===== src/rtl/mem_array_reader.sv =====
// rtl/mem_array_reader.sv - in-order reader for the circular register array
// Overflow state, ovf flag and resync pulse are built only with MEM_READER_OVF_EN.
module mem_array_reader #(
  parameter int DATA_W = 8,
  parameter int ADDR_W = 4
) (
  input  logic              clk,
  input  logic              rst,
  input  logic              wr_strobe,
  output logic [ADDR_W-1:0] mem_addr,
  input  logic [DATA_W-1:0] mem_data,
  output logic [DATA_W-1:0] out_data,
  output logic              out_valid,
  input  logic              out_ready,
  output logic [ADDR_W:0]   level
`ifdef MEM_READER_OVF_EN
  ,
  output logic              ovf,
  input  logic              resync
`endif
);

  localparam logic [1:0] IDLE   = 2'd0;
  localparam logic [1:0] STREAM = 2'd1;
  localparam logic [1:0] OVF    = 2'd2;
  localparam logic [ADDR_W:0] FULL = {1'b1, {ADDR_W{1'b0}}};

  logic [1:0]        state, state_nxt;
  logic [ADDR_W-1:0] rd_ptr, rd_nxt;
  logic [ADDR_W:0]   count, count_nxt;
  logic              fetch, full, lapped, flush_out;

  assign full   = (count == FULL);
  assign fetch  = (state != OVF) && (count != '0) && (!out_valid || out_ready);
  assign lapped = wr_strobe && full && !fetch && (state != OVF);

  assign mem_addr = rd_ptr;
  assign level    = count;

`ifdef MEM_READER_OVF_EN
  logic [ADDR_W-1:0] wr_shadow;

  assign flush_out = lapped || (state == OVF);

  always_ff @(posedge clk or posedge rst) begin
    if (rst) begin
      wr_shadow <= '0;
      ovf       <= 1'b0;
    end else begin
      if (wr_strobe)
        wr_shadow <= wr_shadow + ADDR_W'(1);
      if (lapped)
        ovf <= 1'b1;
      else if (state == OVF && resync)
        ovf <= 1'b0;
    end
  end
`else
  assign flush_out = 1'b0;
`endif

  always_comb begin
    count_nxt = count;
    rd_nxt    = rd_ptr;
    state_nxt = state;
    if (fetch && !wr_strobe)
      count_nxt = count - (ADDR_W+1)'(1);
    else if (wr_strobe && !fetch && !full)
      count_nxt = count + (ADDR_W+1)'(1);
    if (fetch)
      rd_nxt = rd_ptr + ADDR_W'(1);
    case (state)
      IDLE:    if (count_nxt != '0) state_nxt = STREAM;
      STREAM:  if (count == '0 && !out_valid) state_nxt = IDLE;
      default: state_nxt = IDLE;
    endcase
`ifdef MEM_READER_OVF_EN
    if (lapped)
      state_nxt = OVF;
    if (state == OVF) begin
      state_nxt = OVF;
      if (resync) begin
        // Restart exactly where the writer will store its next word.
        rd_nxt    = wr_shadow + ADDR_W'(wr_strobe);
        count_nxt = '0;
        state_nxt = IDLE;
      end
    end
`else
    // The writer overwrote the oldest unread word, so skip past it.
    if (lapped)
      rd_nxt = rd_ptr + ADDR_W'(1);
`endif
  end

  always_ff @(posedge clk or posedge rst) begin
    if (rst) begin
      state     <= IDLE;
      rd_ptr    <= '0;
      count     <= '0;
      out_data  <= '0;
      out_valid <= 1'b0;
    end else begin
      state  <= state_nxt;
      rd_ptr <= rd_nxt;
      count  <= count_nxt;
      if (fetch) begin
        out_data  <= mem_data;
        out_valid <= 1'b1;
      end else if (out_ready || flush_out) begin
        out_valid <= 1'b0;
      end
    end
  end

endmodule


===== config.mk =====
export PLATFORM = sky130hd
export DESIGN_NAME = mem_array_reader
export DESIGN_NICKNAME = d
export VERILOG_FILES = /design/src/rtl/mem_array_reader.sv
export SDC_FILE = /design/constraint.sdc
export NUM_CORES = 1
export LEC_CHECK = 0
export CORE_UTILIZATION = 49
export CTS_CLUSTER_DIAMETER = 150
export DETAILED_ROUTE_END_ITERATION = 10
export PLACE_DENSITY_LB_ADDON = 0.05
export SLEW_MARGIN = 20
export SYNTH_ARGS = -nofsm -noshare
export SYNTH_HDL_FRONTEND = slang
export SYNTH_SLANG_ARGS = --single-unit

===== constraint.sdc =====
create_clock -name clk -period 4.5 [get_ports clk]
set_input_delay 1.125 -clock clk [delete_from_list [all_inputs] [get_ports clk]]
set_output_delay 1.125 -clock clk [all_outputs]
set_load 0.01 [all_outputs]

==> impl_results.md <==
- Critical Path Start: out_ready
- P_leak: approximately 0.53 nW
- Die W: 47 µm
- # DRC: 0
- Max IR drop VDD: roughly 390 µV
- Commonest cells in the netlist: dfrtp_1 (18), mux2_2 (9), xor2_1 (5)
- Sink Count: 18
- Detail Placement HPWL: 1.434 mm
- Synth area leader: dfrtp_1
- Clock buffer count from CTS: 3
- Cells after Synth: 83
- Site Rows: 15
- Routability cong.: 0.8460
- Final Cell Area: 0.001328 mm²
- Synth Area per Inst: 11.95 µm²
- Outcome: finished, final reports clean
- CTS tree: built
- GRT Util Overall: 0.2045
- Crit path to: level[4]
- Fill count: 140
- First-pass GRT wire length: 3.111 mm
- Max_cap viols: 0
- CP required: 4.71 ns
- Placement Cell Area: 0.001291 mm²
- # IOs: 30
- RSZ-0062 raised after global routing: no
- Fraction of layout cells with a size suffix above 1: 0.2035
- WL final: ~1.9 mm
- Mapped Nets: 98
- Most frequent cell after synthesis: dfrtp_1
- Total power: 756.3 µW
- Iteration-0 DRC Markers: 9
- Path type of the worst setup path: input port to flop
- Slew Limit Fails: 0
- Antenna-violating nets left: 0
- Core ar.: 0.001821 mm²
- Vias per inst: about 5.5
- Worst R2R Start: level[2]
- Area delta synth->final: 33.80%
- Max Root-Sink Buffers: 2
- Yosys warns: 0
- Main synth FF type: dfrtp_1
- Clk Latency, worst-skew pair: 0.29 ns
- Pwr dens: 569.7 mW/mm²
- H-Tree Depth: 1
- Sequential share of the synthesized area: 0.4540
- Tcrit/Tclk final: 0.7637
- DRT Pass-1 Iters: 4
- Largest net degree at the start of global routing: 19
- R2R Setup Slk: 1.68 ns
- Routed WL per cell: approximately 14 µm
- Clock Root Buffer: clkbuf_4
- CP endpoint kind: flop
- CTS-repair resized insts: 0
- Final worst-path setup slack: 1.063 ns
- WP data arrival: 3.65 ns
- Worst setup SP type: input port
- Worst-path clk slew: 0.10 ns
- Diodes inserted: 0
- Overflow after GRT: 0
- DIE HEIGHT: 47 µm
- Die area: approximately 0.0022 mm²
- I/O Buffers: 29
- Initial antenna violation count: 0
- Synth unique cells: 38
- Syn Std Cell Area: 992.2 µm²
- EDFF count, synth: 0
- Flops & latches, synth: 18
- Vias after detailed routing: 754
- Worst r2r path cells: 8
- Worst relative slew slack: 0.5544
- Final setup vio count: 0
- Post-CTS setup buffer count: 0
- Clk_skew: 0.001309 ns
- Fmax: 291.0 MHz
- Fin. Hold Viols: 0
- Initial Util: 0.5450
- FF-to-FF End: level[4]
- Vias in the first global route: around 730
- DP Worst Slack: 0.7954 ns
- Setup TNS: 0 ns
- # hold bufs at CTS: 0
- Nets: between 100 and 150
- Synth area leaders: dfrtp_1 (45%), mux2_2 (10%), xor2_1 (4.4%)
- Slew @ Worst Pin: 0.6677 ns
- Synth top area share: 0.4540
- HP Class: flop to flop
- Minimum clock period: 3.437 ns
- Synth async-reset ratio: 1.000
- CP max FO: 7
critical path: stages:
cell	delay [ns]
clkdlybuf4s50_1	0.48
nor2b_1	0.09
a211oi_2	0.48
xor2_1	0.13
ha_1	0.26
or3_2	0.42
a221oi_1	0.32
o21ai_0	0.15
o2111ai_1	0.19
report_power, final:
group	internal [mW]	total [mW]	switching [mW]
sequential	0.218	0.301	0.0832
combinational	0.211	0.357	0.146
clock	0.0493	0.0986	0.0493
total	0.478	0.756	0.278
cells by family (layout without fill, tap and decap cells):
| kind of cell | count (synthesis) | count (layout) | synth area share |
|---|---|---|---|
| adder cells (fa/ha/maj) | 3 | 3 | 0.03784 |
| flip-flops | 18 | 18 | 0.4540 |
| AND/OR/NAND/NOR | 21 | 21 | 0.1476 |
| buffers and inverters | 6 | 36 | 0.03405 |
| multiplexers | 11 | 11 | 0.1274 |
| AO/OA/AOI/OAI | 18 | 18 | 0.1463 |
| XOR/XNOR | 6 | 6 | 0.05296 |
cells in the final DEF, fill, tap and decap left out, drive strengths merged, types with 3 or more instances in the layout:
cell type	instances
clkdlybuf4s50	29
dfrtp	18
inv	3
ha	3
nor2	3
xor2	5
o21ai	4
a31oi	3
clkbuf	4
mux2	10
how the worst min path moves through the flow:
stage                             end  depth (start not counted)         from
final                     mem_addr[3]                          1  mem_addr[3]
after global routing      mem_addr[3]                          1  mem_addr[3]
after CTS                 mem_addr[3]                          1  mem_addr[3]
after detailed placement  mem_addr[3]                          1  mem_addr[3]
after global placement    mem_addr[3]                          1  mem_addr[3]
after floorplan           mem_addr[3]                          1  mem_addr[3]
cell type report:
class | instances | area (µm²) | share of cell area
inverter | 3 | 11.26 | 0.008483
multi-input combinational | 59 | 508.0 | 0.3827
sequential | 18 | 450.4 | 0.3393
timing repair buffer | 29 | 290.3 | 0.2187
tap | 25 | 31.28 | 0.02356
clock buffer | 4 | 36.28 | 0.02733
per-layer routing:
layer	track usage	routed length, µm
met4	0.08571	12
met2	0.3389	970
met1	0.2573	855
met5	0	0
met3	0.04615	84
per-stage QoR:
| stage | instances | util | hold slack [ns] |
|---|---|---|---|
| after floorplan | 83 | - | 0.5039 |
| after global placement | 134 | 0.7093 | 0.4559 |
| after detailed placement | 134 | 0.7093 | 0.4661 |
| after CTS | 138 | 0.7292 | 0.4839 |
| after global routing | 138 | 0.7292 | 0.4939 |
| final | 138 | 0.7292 | 0.4776 |
registers in the layout, summed over array words and instances (netlist names):
name       count
level          5
mem_addr       4
out_data       8
out_valid      1
Note: power is estimated with default switching activity, not from simulation.
